File: src/rtl/wishbone_arbiter.sv
// Two-master round-robin Wishbone arbiter in front of one shared slave; grants are held for whole cycles.
// Optional stall watchdog with per-master lockout is enabled by defining WB_ARB_TIMEOUT_EN.
module wishbone_arbiter #(
    parameter int ADDRESS_WIDTH  = 16,
    parameter int DATA_WIDTH     = 8,
    parameter int DATA_BYTES     = 1,
    parameter int TIMEOUT_CYCLES = 15
) (
    input  logic                     clk_i,
    input  logic                     rst_ni,
    input  logic [ADDRESS_WIDTH-1:0] m0_adr_i,
    input  logic [DATA_WIDTH-1:0]    m0_dat_i,
    input  logic                     m0_we_i,
    input  logic [DATA_BYTES-1:0]    m0_sel_i,
    input  logic                     m0_stb_i,
    input  logic                     m0_cyc_i,
    input  logic [2:0]               m0_cti_i,
    output logic [DATA_WIDTH-1:0]    m0_dat_o,
    output logic                     m0_ack_o,
    output logic                     m0_err_o,
    input  logic [ADDRESS_WIDTH-1:0] m1_adr_i,
    input  logic [DATA_WIDTH-1:0]    m1_dat_i,
    input  logic                     m1_we_i,
    input  logic [DATA_BYTES-1:0]    m1_sel_i,
    input  logic                     m1_stb_i,
    input  logic                     m1_cyc_i,
    input  logic [2:0]               m1_cti_i,
    output logic [DATA_WIDTH-1:0]    m1_dat_o,
    output logic                     m1_ack_o,
    output logic                     m1_err_o,
    output logic [ADDRESS_WIDTH-1:0] s_adr_o,
    output logic [DATA_WIDTH-1:0]    s_dat_o,
    output logic                     s_we_o,
    output logic [DATA_BYTES-1:0]    s_sel_o,
    output logic                     s_stb_o,
    output logic                     s_cyc_o,
    output logic [2:0]               s_cti_o,
    input  logic [DATA_WIDTH-1:0]    s_dat_i,
    input  logic                     s_ack_i
);

    typedef enum logic [1:0] {IDLE, GNT0, GNT1} state_t;

    state_t state, state_nxt;
    logic   last_grant;
    logic   req0, req1;
    logic   timeout;

`ifdef WB_ARB_TIMEOUT_EN
    logic [7:0] tmo_cnt;
    logic       blocked0, blocked1;

    // A master that timed out stays out of arbitration until it ends its cycle.
    assign req0    = m0_cyc_i & ~blocked0;
    assign req1    = m1_cyc_i & ~blocked1;
    assign timeout = (state != IDLE) && (tmo_cnt == 8'(TIMEOUT_CYCLES));

    assign m0_err_o = timeout && (state == GNT0);
    assign m1_err_o = timeout && (state == GNT1);

    always_ff @(posedge clk_i or negedge rst_ni) begin
        if (!rst_ni) begin
            tmo_cnt  <= 8'd0;
            blocked0 <= 1'b0;
            blocked1 <= 1'b0;
        end else begin
            if (state_nxt != state || s_ack_i)
                tmo_cnt <= 8'd0;
            else if (state != IDLE && s_stb_o)
                tmo_cnt <= tmo_cnt + 8'd1;

            if (m0_err_o)
                blocked0 <= 1'b1;
            else if (!m0_cyc_i)
                blocked0 <= 1'b0;

            if (m1_err_o)
                blocked1 <= 1'b1;
            else if (!m1_cyc_i)
                blocked1 <= 1'b0;
        end
    end
`else
    wire [7:0] timeout_unused = 8'(TIMEOUT_CYCLES);

    assign req0     = m0_cyc_i;
    assign req1     = m1_cyc_i;
    assign timeout  = 1'b0;
    assign m0_err_o = 1'b0;
    assign m1_err_o = 1'b0;
`endif

    always_ff @(posedge clk_i or negedge rst_ni) begin
        if (!rst_ni) begin
            state      <= IDLE;
            last_grant <= 1'b1;
        end else begin
            state <= state_nxt;
            if (state_nxt == GNT0 && state != GNT0)
                last_grant <= 1'b0;
            else if (state_nxt == GNT1 && state != GNT1)
                last_grant <= 1'b1;
        end
    end

    // Owner keeps the bus for its whole cycle; on release hand straight over if the other is waiting.
    always_comb begin
        state_nxt = state;
        case (state)
            IDLE: begin
                if (req0 && req1)
                    state_nxt = last_grant ? GNT0 : GNT1;
                else if (req0)
                    state_nxt = GNT0;
                else if (req1)
                    state_nxt = GNT1;
            end
            GNT0: begin
                if (timeout)
                    state_nxt = IDLE;
                else if (!m0_cyc_i)
                    state_nxt = req1 ? GNT1 : IDLE;
            end
            GNT1: begin
                if (timeout)
                    state_nxt = IDLE;
                else if (!m1_cyc_i)
                    state_nxt = req0 ? GNT0 : IDLE;
            end
            default: state_nxt = IDLE;
        endcase
    end

    always_comb begin
        s_adr_o = '0;
        s_dat_o = '0;
        s_we_o  = 1'b0;
        s_sel_o = '0;
        s_stb_o = 1'b0;
        s_cyc_o = 1'b0;
        s_cti_o = 3'b000;
        case (state)
            GNT0: begin
                s_adr_o = m0_adr_i;
                s_dat_o = m0_dat_i;
                s_we_o  = m0_we_i;
                s_sel_o = m0_sel_i;
                s_stb_o = m0_stb_i;
                s_cyc_o = m0_cyc_i;
                s_cti_o = m0_cti_i;
            end
            GNT1: begin
                s_adr_o = m1_adr_i;
                s_dat_o = m1_dat_i;
                s_we_o  = m1_we_i;
                s_sel_o = m1_sel_i;
                s_stb_o = m1_stb_i;
                s_cyc_o = m1_cyc_i;
                s_cti_o = m1_cti_i;
            end
            default: ;
        endcase
    end

    assign m0_ack_o = (state == GNT0) && s_ack_i;
    assign m1_ack_o = (state == GNT1) && s_ack_i;
    assign m0_dat_o = s_dat_i;
    assign m1_dat_o = s_dat_i;

endmodule

File: config.mk
export PLATFORM = sky130hd
export DESIGN_NAME = wishbone_arbiter
export DESIGN_NICKNAME = d
export VERILOG_FILES = /design/src/rtl/wishbone_arbiter.sv
export SDC_FILE = /design/constraint.sdc
export NUM_CORES = 1
export LEC_CHECK = 0
export CAP_MARGIN = 0
export CORE_ASPECT_RATIO = 1.75
export CORE_MARGIN = 1.5
export CORE_UTILIZATION = 27
export CTS_CLUSTER_DIAMETER = 150
export DETAILED_ROUTE_END_ITERATION = 6
export PLACE_DENSITY = 0.94
export SYNTH_ARGS = -nofsm -noshare
export SYNTH_HDL_FRONTEND = slang
export SYNTH_SLANG_ARGS = --single-unit
export TNS_END_PERCENT = 30
File: constraint.sdc
create_clock -name clk_i -period 4.51 [get_ports clk_i]
set_input_delay 0.6765 -clock clk_i [delete_from_list [all_inputs] [get_ports clk_i]]
set_output_delay 0.6765 -clock clk_i [all_outputs]
set_load 0.02 [all_outputs]
==> reports/metrics.cfg, run 1 <==
[cts]
clk_pin_slew_worst_paths_ns = 0.03
cts_tree = yes
root_buffer = clkbuf_8
post_cts_buffers = 0
clock_latency_ns = 0.21
post_cts_resized = 0
cts.sinks = 3
cts_hold_buffers = 0
numCtsBuffers = 3
cts.htree.levels = 1
clock_path_buffers = 2

[pwr]
leakagePower_nw = 0.636
power_density_mw_per_mm2 = 523
worst_ir_drop_vdd_uv = 258

[floorplanning]
placementRows = 27
die_w_um = 47.1
die_h_um = 80.2
core_sq_mm = 0.00321
die-area_sq_mm = 0.00377
boundaryPins = 124
start_util_pct = 28.6

[routing]
detail_route.vias_per_cell = 4.97
vias = 1213
detail_route.wl_per_cell_um = 15.6
first_pass_iters = 4
drtIter0Drc = 10
ant_nets = 0
drc = 0
routed_wl_um = 3800

[yosys]
synth.area.top_cells = a22oi_1 25%, nor2b_1 22%, buf_4 15%
synth-seq-cells = 3
yosys.cell_types.count = 28
yosys.area.top_type_share_pct = 25.3
yosysWarnings = 0
syn_avg_cell_area_sq_um = 7.23
synth_top_cell_by_area = a22oi_1
netlist_area_sq_um = 918
synth.yosys.seq_area_share_pct = 8.31
netlist_instances = 127

[worst_setup_path]
cp_slowest_stage_delay_ns = 0.89
critPathMaxFanout = 31
crit_type = flop to output port
slowest_stage = ha_1
required_ns = 3.83
cp.arrival_ns = 2.72
r2r_slack_ns = 2.24
cp-start-kind = flop
cp_cell_sequence = inv_1, ha_1, a22oi_1, nor2b_1, clkdlybuf4s50_1
end_kind = output port

[placed_design]
port_buffers = 97
finalWeightedCongestion = 0.812
dpl.hpwl_um = 3080
dpl_cell_area_sq_mm = 0.00177

[layout]
n_fill_cell = 296
layout-drive-gt1-share_pct = 2.99
fin_nets = 280
num_antenna_cells = 0
design_area_sq_mm = 0.00181
syn_to_final_growth_pct = 97.5

[timing]
rsz0062_at_grt = no
period_share_pct = 75.3
worst_pin_slew_ns = 1.08
setup_violations = 0
fin_setup_tns_ns = 0
skew_ns = 0.000459
timing.final.hold_violations = 0
finalCriticalPeriod_ns = 3.40
max_freq_mhz = 294
maxSlewViolCount = 0
timing.slew.headroom_pct = 27.8

[global_routing]
grt_max_degree = 32
antenna_found_initial = 0
grt_pass1_vias = 1160
grt_pass1_wl_um = 5230
grt_usage_pct = 18.8
grt_remaining_overflow = 0

[min_path]
hp-class = flop to flop

[outcome]
status = finished, final reports clean

[run]
cap_violations = 0

[cells in the mapped netlist]
library cell   n
buf_6          1
a211oi_1       1
nor2b_1       32
dfrtp_1        2
clkbuf_1       7
a21oi_1        1
inv_1          4
nor2_1         2
conb_1         1
nand2_1        2
a31oi_1        1
ha_1           5
a22oi_1       31
a2111oi_2      1
o21ai_1        2
mux2i_1        1
buf_2          1
mux2_1         1
buf_1          2
buf_4         18
nor3b_1        1
o22a_1         1
and2_1         2
o21ai_0        1
nor4_1         1
nand3_1        3
a21boi_0       1
dfstp_2        1
[where the power goes]
group	internal, W	leakage, nW	switching [W]
clock network	0.0000603	0.0228	0.0000175
logic	0.000405	0.577	0.000407
registers	0.0000432	0.0359	0.0000165
[final timing paths]
kind,start,end,depth (start not counted)
setup reg to reg,state[0]$_DFF_PN0_,last_grant$_DFFE_PN1P_,6
min in group asynchronous,rst_ni,state[0]$_DFF_PN0_,1
hold reg to reg,last_grant$_DFFE_PN1P_,last_grant$_DFFE_PN1P_,1
setup / recovery,state[0]$_DFF_PN0_,s_dat_o[2],5
hold / removal,last_grant$_DFFE_PN1P_,last_grant$_DFFE_PN1P_,1
max in group asynchronous,rst_ni,last_grant$_DFFE_PN1P_,1
[registers in the layout, summed over array words and instances, names as in the netlist]
signal / count
last_grant: 1
state: 2
[per-stage QoR]
step	total power [W]	util (%)	worst slack, ns	std cells	hold slack [ns]
4_1_cts	0.000954	56.5	1.11	244	0.527
2_1_floorplan	0.000578	-	2.34	128	0.381
3_3_place_gp	0.000861	55.1	1.41	240	0.520
5_1_grt	0.00102	56.5	0.904	244	0.542
3_5_place_dp	0.000872	55.1	1.35	240	0.523
6_report	0.000949	56.5	1.11	244	0.529
[worst max-delay path, delay by kind of cell (launching register included)]
| family | cells | cell delay [ns] |
|---|---|---|
| AOI/OAI and AO/OA | 1 | 0.24 |
| adders and majority gates | 1 | 0.89 |
| and+or+nand+nor | 1 | 0.17 |
| DFF | 1 | 0.43 |
| buffers and inverters | 2 | 0.78 |
[cell usage in the layout (no fill, tap or decap)]
cell type / instances
o21ai_0: 1
o22a_1: 1
dfstp_2: 1
nand2_1: 2
a21boi_0: 1
mux2_1: 1
nor3b_1: 1
conb_1: 2
o21ai_1: 2
ha_1: 5
nand3_1: 3
nor2b_1: 32
clkdlybuf4s50_1: 97
a211oi_1: 1
nor2_1: 2
inv_1: 4
and2_1: 2
mux2i_1: 1
a31oi_1: 1
a22oi_1: 31
a21oi_1: 1
nor4_1: 1
a2111oi_2: 1
clkbuf_1: 1
clkbuf_8: 3
buf_4: 1
dfrtp_1: 2
[per-layer routing]
layer	part of all wire [%]	global-route usage, %
met1	35	19.0
met2	51	32.5
met3	12	6.07
met4	2.7	9.17
met5	0	0
[cell families (layout without fill, tap and decap cells)]
group,Yosys count,in the layout,share of synthesized area (%)
and+or+nand+nor,43,43,27.9
AOI/OAI and AO/OA,40,40,32.4
buffers and inverters,33,106,21.8
adders and majority gates,5,5,6.81
DFF,3,3,8.31
muxes,2,2,2.32
other,1,2,0.408
[final cells by class]
cell class,count,area (sq um),share of cell area (%)
timing repair buffer,98,978,53.9
clock buffer,4,45.0,2.48
tap,43,53.8,2.97
inverter,4,15.0,0.828
sequential,3,76.3,4.21
multi-input combinational,92,646,35.6
No activity file was read; power rests on OpenSTA's default activity.
==> inputs of run 2 (changes only) <==
- CORE_UTILIZATION: 27 -> 25
- PLACE_DENSITY: 0.94 -> 0.89
- clock period: 4.51 -> 3.4 ns (I/O delays scaled with it)
==> reports/metrics.cfg, run 2 (synthesis gave the netlist of run 1 again) <==
[floorplanning]
die_h_um = 83.2
placementRows = 29
core_sq_mm = 0.00356
die-area_sq_mm = 0.00406
boundaryPins = 124
die_w_um = 48.8
start_util_pct = 25.8

[cts]
clock_latency_ns = 0.22
cts_hold_buffers = 0
cts.htree.levels = 1
post_cts_buffers = 0
post_cts_resized = 0
numCtsBuffers = 3
root_buffer = clkbuf_8
cts_tree = yes
clock_path_buffers = 2
clk_pin_slew_worst_paths_ns = 0.03
cts.sinks = 3

[min_path]
hp-class = input port to asynchronous set/reset pin

[routing]
detail_route.vias_per_cell = 4.84
drtIter0Drc = 33
detail_route.wl_per_cell_um = 14.8
drc = 0
first_pass_iters = 4
ant_nets = 0
routed_wl_um = 3690
vias = 1210

[layout]
regMostFlops = state
mostFrequentLayoutCells = 97 x clkdlybuf4s50_1, 32 x nor2b_1, 31 x a22oi_1
num_antenna_cells = 0
finish.utilization_pct = 52.1
design_area_sq_mm = 0.00185
n_fill_cell = 371
largest_reg_flops = 2
syn_to_final_growth_pct = 102
reg.largest.list = state: 2 flops, last_grant: 1 flops
fin_nets = 283
final_common_cell = clkdlybuf4s50_1
layout-drive-gt1-share_pct = 4.41

[run]
cap_violations = 0

[worst_setup_path]
cp_cell_sequence = inv_1, ha_1, buf_12, a22oi_1, nor2b_1, clkdlybuf4s50_1
cp_top_family = buffers and inverters
cp-start-kind = flop
crit_type = flop to output port
crit_buf_inv = 3
cp_slowest_stage_delay_ns = 0.63
cp.arrival_ns = 2.36
end_kind = output port
required_ns = 2.89
critPathMaxFanout = 20
slowest_stage = clkdlybuf4s50_1

[pwr]
worst_ir_drop_vdd_uv = 510
total_power_w = 0.00129
power_density_mw_per_mm2 = 697
leakagePower_nw = 0.655

[global_routing]
grt_pass1_vias = 1206
grt_remaining_overflow = 0
antenna_found_initial = 0
grt_max_degree = 32
grt_usage_pct = 17.9
grt_pass1_wl_um = 5770

[timing]
rsz0062_at_grt = no
setup_violations = 0
skew_ns = 0.000674
fin_setup_tns_ns = 0
worst_slack_ns = 0.527
maxSlewViolCount = 0
period_share_pct = 84.5
timing.final.hold_violations = 0
max_freq_mhz = 348
finalCriticalPeriod_ns = 2.87

[placed_design]
port_buffers = 97
dpl_cell_area_sq_mm = 0.00181
finalWeightedCongestion = 0.880
dpl.hpwl_um = 2920
dp_slack_ns = 0.781

[outcome]
status = finished, final reports clean

-- run 2: cell count changes in the layout (fill, tap and decap cells not counted) --
cell,delta
buf_4,+2
buf_12,+1
-- run 2: layer usage --
layer | share of wire [%] | GRT usage [%]
met5 | 0 | 0
met4 | 3.6 | 9.61
met3 | 8.9 | 4.14
met2 | 52 | 33.4
met1 | 35 | 17.5
-- run 2: layout make-up --
cell class	count	area, sq um	area share [%]
Timing Repair Buffer	101	1010	54.7
Multi-Input combinational cell	92	646	34.8
Clock buffer	4	45.0	2.43
Inverter	4	15.0	0.810
Tap cell	46	57.6	3.11
Sequential cell	3	76.3	4.12
-- run 2: final timing paths --
check                                  startpoint  cells past startpoint  slack [ns]                     end
setup / recovery               state[0]$_DFF_PN0_                      6        0.53                 s_cyc_o
hold / removal                             rst_ni                      1        0.49      state[0]$_DFF_PN0_
setup reg to reg               state[0]$_DFF_PN0_                      7        1.43  last_grant$_DFFE_PN1P_
hold reg to reg            last_grant$_DFFE_PN1P_                      1        0.54  last_grant$_DFFE_PN1P_
max in group asynchronous                  rst_ni                      1        2.67  last_grant$_DFFE_PN1P_
min in group clk_i         last_grant$_DFFE_PN1P_                      1        0.54  last_grant$_DFFE_PN1P_
-- run 2: per-stage QoR --
step | std cells | hold WS [ns]
final | 250 | 0.491
after detailed placement | 246 | 0.531
after CTS | 250 | 0.497
after global placement | 246 | 0.517
after global routing | 250 | 0.502
after floorplan | 128 | 0.214
-- run 2: where the power goes --
group          internal, W  switching, W
Sequential       0.0000573     0.0000223
Combinational     0.000563      0.000544
Clock            0.0000800     0.0000249
